$ cat src/rtl/uart_pkg.sv
//------------------------------------------------------------------------------
// Module      : uart_pkg
// Description : Shared definitions for the UART message transmitter: default
//               clock and line rates, bit-period helper, message ROM and the
//               sequencer state encoding.
// Revision    : 1.0 - initial release
//------------------------------------------------------------------------------
`default_nettype none

package uart_pkg;

    localparam int CLK_FREQ_DEFAULT = 100_000_000;
    localparam int BAUD_DEFAULT     = 115_200;

    localparam int MSG_LEN = 7;

    // "HELLO\r\n", index 0 is the first byte on the line.
    localparam logic [0:MSG_LEN-1][7:0] MSG_ROM = {
        8'h48, 8'h45, 8'h4C, 8'h4C, 8'h4F, 8'h0D, 8'h0A
    };

    typedef enum logic [1:0] {
        SEQ_WAIT  = 2'd0,
        SEQ_START = 2'd1,
        SEQ_SEND  = 2'd2,
        SEQ_NEXT  = 2'd3
    } seq_state_t;

    // Clock cycles per serial bit; integer division truncates.
    function automatic int clks_per_bit(input int clk_freq, input int baud);
        return clk_freq / baud;
    endfunction

endpackage

`default_nettype wire

$ cat src/rtl/uart_tx.sv
//------------------------------------------------------------------------------
// Module      : uart_tx
// Description : 8N1 byte serialiser. A tx_start pulse while idle latches
//               tx_data and sends start bit, d0..d7 (LSB first), stop bit,
//               each held CLKS_PER_BIT cycles. tx_start is ignored while busy.
// Ports       : clk, rst      - clock, synchronous active-high reset
//               tx_start      - request to send tx_data (1-cycle pulse)
//               tx_data[7:0]  - byte to send
//               tx_busy       - high while a frame is in progress
//               tx_done       - 1-cycle pulse in the last cycle of stop bit
//               dout          - registered serial line, idle high
// Revision    : 1.0 - initial release
//------------------------------------------------------------------------------
`default_nettype none

module uart_tx
    import uart_pkg::*;
#(
    parameter int CLKS_PER_BIT = 868
) (
    input  logic       clk,
    input  logic       rst,
    input  logic       tx_start,
    input  logic [7:0] tx_data,
    output logic       tx_busy,
    output logic       tx_done,
    output logic       dout
);

    localparam int                 c_cnt_w    = (CLKS_PER_BIT > 1) ? $clog2(CLKS_PER_BIT) : 1;
    localparam logic [c_cnt_w-1:0] c_cnt_last = c_cnt_w'(CLKS_PER_BIT - 1);

    localparam logic [1:0] c_idle  = 2'd0;
    localparam logic [1:0] c_start = 2'd1;
    localparam logic [1:0] c_data  = 2'd2;
    localparam logic [1:0] c_stop  = 2'd3;

    logic [1:0]         r_state;
    logic [1:0]         w_state_next;
    logic [c_cnt_w-1:0] r_baud_cnt;
    logic [2:0]         r_bit_idx;
    logic [7:0]         r_shift;
    logic               r_dout;
    logic               w_bit_end;

    assign w_bit_end = (r_baud_cnt == c_cnt_last);

    // State register
    always_ff @(posedge clk) begin
        if (rst) begin
            r_state <= c_idle;
        end else begin
            r_state <= w_state_next;
        end
    end

    // Next-state logic
    always_comb begin
        w_state_next = r_state;
        case (r_state)
            c_idle:  if (tx_start)                       w_state_next = c_start;
            c_start: if (w_bit_end)                      w_state_next = c_data;
            c_data:  if (w_bit_end && r_bit_idx == 3'd7) w_state_next = c_stop;
            c_stop:  if (w_bit_end)                      w_state_next = c_idle;
            default:                                     w_state_next = c_idle;
        endcase
    end

    // Outputs
    always_comb begin
        tx_busy = (r_state != c_idle);
        tx_done = (r_state == c_stop) && w_bit_end;
        dout    = r_dout;
    end

    // Bit timing and line register. The line value for the next bit is
    // loaded on the same edge that ends the current bit, so dout never
    // depends combinationally on state.
    always_ff @(posedge clk) begin
        if (rst) begin
            r_baud_cnt <= '0;
            r_bit_idx  <= 3'd0;
            r_shift    <= 8'd0;
            r_dout     <= 1'b1;
        end else if (r_state == c_idle) begin
            r_baud_cnt <= '0;
            r_bit_idx  <= 3'd0;
            if (tx_start) begin
                r_shift <= tx_data;
                r_dout  <= 1'b0;
            end else begin
                r_dout  <= 1'b1;
            end
        end else if (!w_bit_end) begin
            r_baud_cnt <= r_baud_cnt + 1'b1;
        end else begin
            r_baud_cnt <= '0;
            if (r_state == c_start) begin
                r_dout  <= r_shift[0];
                r_shift <= {1'b0, r_shift[7:1]};
            end else if (r_state == c_data && r_bit_idx != 3'd7) begin
                r_dout    <= r_shift[0];
                r_shift   <= {1'b0, r_shift[7:1]};
                r_bit_idx <= r_bit_idx + 3'd1;
            end else begin
                // End of d7 enters the stop bit; end of stop stays high.
                r_dout <= 1'b1;
            end
        end
    end

endmodule

`default_nettype wire

$ cat src/rtl/uart_send_top.sv
//------------------------------------------------------------------------------
// Module      : uart_send_top
// Description : Repeatedly transmits the ROM message "HELLO\r\n" as 8N1
//               frames, one message start every PERIOD_CYCLES clocks. The
//               first message begins right after reset is released.
// Ports       : clk  - system clock, rising edge
//               rst  - synchronous active-high reset
//               dout - UART TX line, idle high
// Revision    : 1.0 - initial release
//------------------------------------------------------------------------------
`default_nettype none

module uart_send_top
    import uart_pkg::*;
#(
    parameter int CLK_FREQ      = CLK_FREQ_DEFAULT,
    parameter int BAUD          = BAUD_DEFAULT,
    parameter int PERIOD_CYCLES = 10_000_000
) (
    input  logic clk,
    input  logic rst,
    output logic dout
);

    localparam int                 c_cpb      = clks_per_bit(CLK_FREQ, BAUD);
    localparam int                 c_per_w    = $clog2(PERIOD_CYCLES);
    localparam logic [c_per_w-1:0] c_per_last = c_per_w'(PERIOD_CYCLES - 1);
    localparam int                 c_idx_w    = $clog2(MSG_LEN);
    localparam logic [c_idx_w-1:0] c_idx_last = c_idx_w'(MSG_LEN - 1);

    seq_state_t         r_state;
    seq_state_t         w_state_next;
    logic [c_per_w-1:0] r_period_cnt;
    logic [c_idx_w-1:0] r_idx;
    logic               w_period_wrap;
    logic               w_period_hold;
    logic               w_tx_start;
    logic [7:0]         w_tx_data;
    logic               w_tx_busy;
    logic               w_tx_done;

    // The counter sits at zero only between reset and the first START; from
    // then on it free-runs, so every message starts exactly one period after
    // the previous one. WAIT exits on the cycle the counter wraps, giving the
    // same START phase as the post-reset start.
    assign w_period_wrap = (r_period_cnt == c_per_last);
    assign w_period_hold = (r_state == SEQ_WAIT) && (r_period_cnt == '0);

    always_ff @(posedge clk) begin
        if (rst) begin
            r_period_cnt <= '0;
        end else if (!w_period_hold) begin
            r_period_cnt <= w_period_wrap ? '0 : r_period_cnt + 1'b1;
        end
    end

    // State register
    always_ff @(posedge clk) begin
        if (rst) begin
            r_state <= SEQ_WAIT;
        end else begin
            r_state <= w_state_next;
        end
    end

    // Next-state logic
    always_comb begin
        w_state_next = r_state;
        case (r_state)
            SEQ_WAIT:  if (r_period_cnt == '0 || w_period_wrap) w_state_next = SEQ_START;
            SEQ_START: if (!w_tx_busy)                          w_state_next = SEQ_SEND;
            SEQ_SEND:  if (w_tx_done)                           w_state_next = SEQ_NEXT;
            SEQ_NEXT:  w_state_next = (r_idx == c_idx_last) ? SEQ_WAIT : SEQ_START;
            default:   w_state_next = SEQ_WAIT;
        endcase
    end

    // Outputs
    always_comb begin
        w_tx_start = (r_state == SEQ_START) && !w_tx_busy;
        w_tx_data  = MSG_ROM[r_idx];
    end

    always_ff @(posedge clk) begin
        if (rst) begin
            r_idx <= '0;
        end else if (r_state == SEQ_NEXT) begin
            r_idx <= (r_idx == c_idx_last) ? '0 : r_idx + 1'b1;
        end
    end

    uart_tx #(
        .CLKS_PER_BIT (c_cpb)
    ) u_uart_tx (
        .clk      (clk),
        .rst      (rst),
        .tx_start (w_tx_start),
        .tx_data  (w_tx_data),
        .tx_busy  (w_tx_busy),
        .tx_done  (w_tx_done),
        .dout     (dout)
    );

endmodule

`default_nettype wire

$ cat config.mk
export PLATFORM = sky130hd
export DESIGN_NAME = uart_send_top
export DESIGN_NICKNAME = d
export VERILOG_FILES = /design/src/rtl/uart_pkg.sv /design/src/rtl/uart_tx.sv /design/src/rtl/uart_send_top.sv
export SDC_FILE = /design/constraint.sdc
export NUM_CORES = 1
export LEC_CHECK = 0
export ABC_AREA = 1
export ABC_CLOCK_PERIOD_IN_PS = 3550
export CAP_MARGIN = 5
export CORE_ASPECT_RATIO = 0.75
export CORE_MARGIN = 4
export CORE_UTILIZATION = 60
export CTS_BUF_LIST = sky130_fd_sc_hd__clkbuf_2
export CTS_CLUSTER_SIZE = 30
export DETAILED_ROUTE_END_ITERATION = 10
export GPL_TIMING_DRIVEN = 0
export HOLD_SLACK_MARGIN = 0.06
export PLACE_DENSITY = 0.85
export REMOVE_ABC_BUFFERS = 1
export SETUP_SLACK_MARGIN = 0.15
export SYNTH_ARGS = -nofsm -noshare
export SYNTH_HDL_FRONTEND = slang
export SYNTH_SLANG_ARGS = --single-unit
$ cat constraint.sdc
create_clock -name clk -period 3.55 [get_ports clk]
set_input_delay 0.5325 -clock clk [delete_from_list [all_inputs] [get_ports clk]]
set_output_delay 0.5325 -clock clk [all_outputs]
set_load 0.005 [all_outputs]
==> reports/results.ini <==
[detailed_routing]
ant_nets = 0
via_per_inst = 5.42
drt_wl_total_um = 6220
dr.pass1.iters = 5
drt_first_iter_violations = 218
via_count = 2711
wl_per_cell_um = 12.4
drc_errors = 0

[logic_synthesis]
synthFlopType = dfxtp_1
yosys_warnings = 0
yosysTopAreaCell = dfxtp_1
synthCells = 440
synth_top_area_share_pct = 34.8
ys_seq_elements = 52
ys_types = 39
yosysSeqAreaShare_pct = 34.8
synthTopCellsByArea = dfxtp_1 35%, nor2_1 14%, nand2_1 10%
syn_area_mm2 = 0.00300
synth_edf_count = 0
synth.avg_cell_area_um2 = 6.81
async_flop_share_pct = 0

[setup_path]
cp-start-kind = input pin
cp_num_buf_inv = 3
cp_top_family = buffers and inverters
path_class = input pin to register
setup.worst_path.start = rst
max_stage_delay_ns = 0.89
critPathArrivalTime_ns = 2.34
crit_path_top_delay_cell = clkdlybuf4s50_1
crit_chain = clkdlybuf4s50_1, inv_1, o21ai_4, inv_4, nand2_1, nor2_1
r2r_start = u_uart_tx.r_state[0]
cp_max_fo = 15
endpoint_kind = register
crit_required_ns = 3.90

[clocking]
post_cts_buffers = 0
cts.clk_slew.worst_paths_ns = 0.27
insertion_delay_ns = 0.42
cts.sinks = 52
clock_path_buffers = 2
numCtsBuffers = 5
htreeDepth = 2
cts_tree = yes
cts_hold_buf = 0
cts_resized = 0
cts_root_buf = clkbuf_2

[timing]
rsz0062_at_grt = no
setup_slack_ns = 1.56
final_max_slew_viol_count = 0
fin_setup_tns_ns = 0
period_share_pct = 56.2
timing.fmax_mhz = 501
layout_min_cycle_time_ns = 1.99
tightest_slew_ns = 0.656
final_hold_viol_count = 0
setup_viol = 0
slew_headroom_pct = 56.2
skew_ns = 0.0125

[power_and_ir_drop]
ir_drop_mv = 0.336
power_mw = 1.55
p_leak_nw = 1.31
powerDensity_mw_per_mm2 = 492

[cells_and_area]
diodes = 0
n_fill_cell = 405
area_delta_synth_final_pct = 4.93
drive_above_1_share_pct = 9.93
nets = 458
finalNonFillerCells = 500

[die]
io_pins = 3
rows = 21
core_area_mm2 = 0.00465
fp.dieH_um = 69.2
initial_utilization_pct = 64.4
die_x_um = 89.6
die_area_mm2 = 0.00620

[global_route]
overflow = 0
grt_pass1_vias = 2392
grt_max_degree = 16
grt_use_total_pct = 21.3
antenna_found_initial = 0
grt_pass1_wl_um = 10700

[place]
place_ws_ns = 1.11
dp_hpwl_um = 4630
io_buffers = 2
routabilityCongestion = 0.880
dpl.cell_count = 493

[status]
run_status = complete, no violations

[hold_path]
min_from = u_uart_tx.r_shift[5]
hp-class = register to register

[flow_run]
cap_viol_max_count = 0

-- cell usage in the layout (no fill, tap or decap), drive strengths merged --
| master | Yosys | routed |
|---|---|---|
| a21oi | 18 | 18 |
| a211oi | 1 | 1 |
| nor2 | 117 | 117 |
| clkinv | 1 | 1 |
| nand2 | 94 | 94 |
| ha | 13 | 13 |
| nor3b | 3 | 3 |
| o31ai | 1 | 1 |
| o211ai | 1 | 1 |
| bufinv | 0 | 2 |
| a31oi | 3 | 3 |
| o21ai | 11 | 11 |
| xor2 | 4 | 4 |
| o21bai | 1 | 1 |
| nand4 | 9 | 9 |
| nand3b | 4 | 4 |
| inv | 46 | 46 |
| or2 | 1 | 1 |
| and3 | 1 | 1 |
| xnor2 | 1 | 1 |
| nor3 | 20 | 20 |
| clkdlybuf4s50 | 0 | 2 |
| nand3 | 30 | 30 |
| a21boi | 2 | 2 |
| dfxtp | 52 | 52 |
| clkbuf | 1 | 5 |
-- flip-flops by register name, indices dropped and copies added (netlist names) --
signal and count:
r_idx 3, r_period_cnt 24, r_state 2, u_uart_tx.dout 1, u_uart_tx.r_baud_cnt 10, u_uart_tx.r_bit_idx 3, u_uart_tx.r_shift 7, u_uart_tx.r_state 2
-- stage by stage --
stage | hold WS [ns] | utilization [%] | area (µm²)
after floorplan | 0.430 | - | 2970
after global placement | 0.451 | 65.8 | 3060
after detailed placement | 0.465 | 65.8 | 3060
after CTS | 0.499 | 67.6 | 3140
after global routing | 0.515 | 67.6 | 3140
final | 0.498 | 67.6 | 3140
-- worst paths after layout --
check                       endpoint  slack (ns)  cells after the start
max                 r_period_cnt[23]        1.56                      6
min reg2reg     u_uart_tx.r_shift[4]        0.50                      2
min             u_uart_tx.r_shift[4]        0.50                      2
max reg2reg  u_uart_tx.r_baud_cnt[8]        1.77                      6
-- Yosys cell counts (2+ instances only) --
| library cell | n |
|---|---|
| o21ai_0 | 9 |
| inv_1 | 41 |
| a21oi_1 | 18 |
| nand3b_1 | 4 |
| buf_2 | 5 |
| nand2_4 | 3 |
| a31oi_1 | 3 |
| dfxtp_1 | 52 |
| nand2_2 | 8 |
| nand2_1 | 83 |
| ha_1 | 13 |
| nor2_2 | 2 |
| nor3b_1 | 2 |
| nand3_1 | 26 |
| nor2_4 | 4 |
| nand4_1 | 9 |
| inv_2 | 4 |
| nand3_2 | 3 |
| nor3_1 | 15 |
| nor2_1 | 110 |
| xor2_1 | 4 |
| nor3_2 | 5 |
-- per-layer routing --
layer	vias up	wire, µm	GRT usage, %
li1	1413	-	-
met5	-	0	0
met2	77	2680	30.9
met3	4	370	4.04
met1	1217	3130	32.4
met4	0	36	4.63
-- worst register-to-register path: stages (launching register included) --
cell      delay, ns
dfxtp_1        0.42
inv_1          0.09
ha_1           0.29
nor2_1         0.40
nand2_2        0.24
o21bai_1       0.21
a21oi_1        0.11
-- cell families after synthesis --
kind of cell | count (synthesis) | synth area share, %
AO/OA/AOI/OAI | 38 | 7.48
XOR/XNOR | 5 | 1.46
adder cells (fa/ha/maj) | 13 | 5.43
buffers and inverters | 53 | 6.98
flip-flops | 52 | 34.8
AND/OR/NAND/NOR | 279 | 43.9
-- where the power goes --
group	switching (mW)	internal [mW]
Combinational	0.297	0.173
Clock	0.188	0.186
Sequential	0.0535	0.648
Total	0.539	1.01
-- final cells by class --
type	count	area (µm²)	share of cell area (%)
timing repair buffer	2	20.0	0.637
sequential	52	1040	33.1
tap	57	71.3	2.27
clock buffer	5	25.0	0.796
clock inverter	2	60.1	1.91
multi-input combinational	335	1750	55.5
inverter	47	180	5.73
No activity file was read; power rests on OpenSTA's default activity.
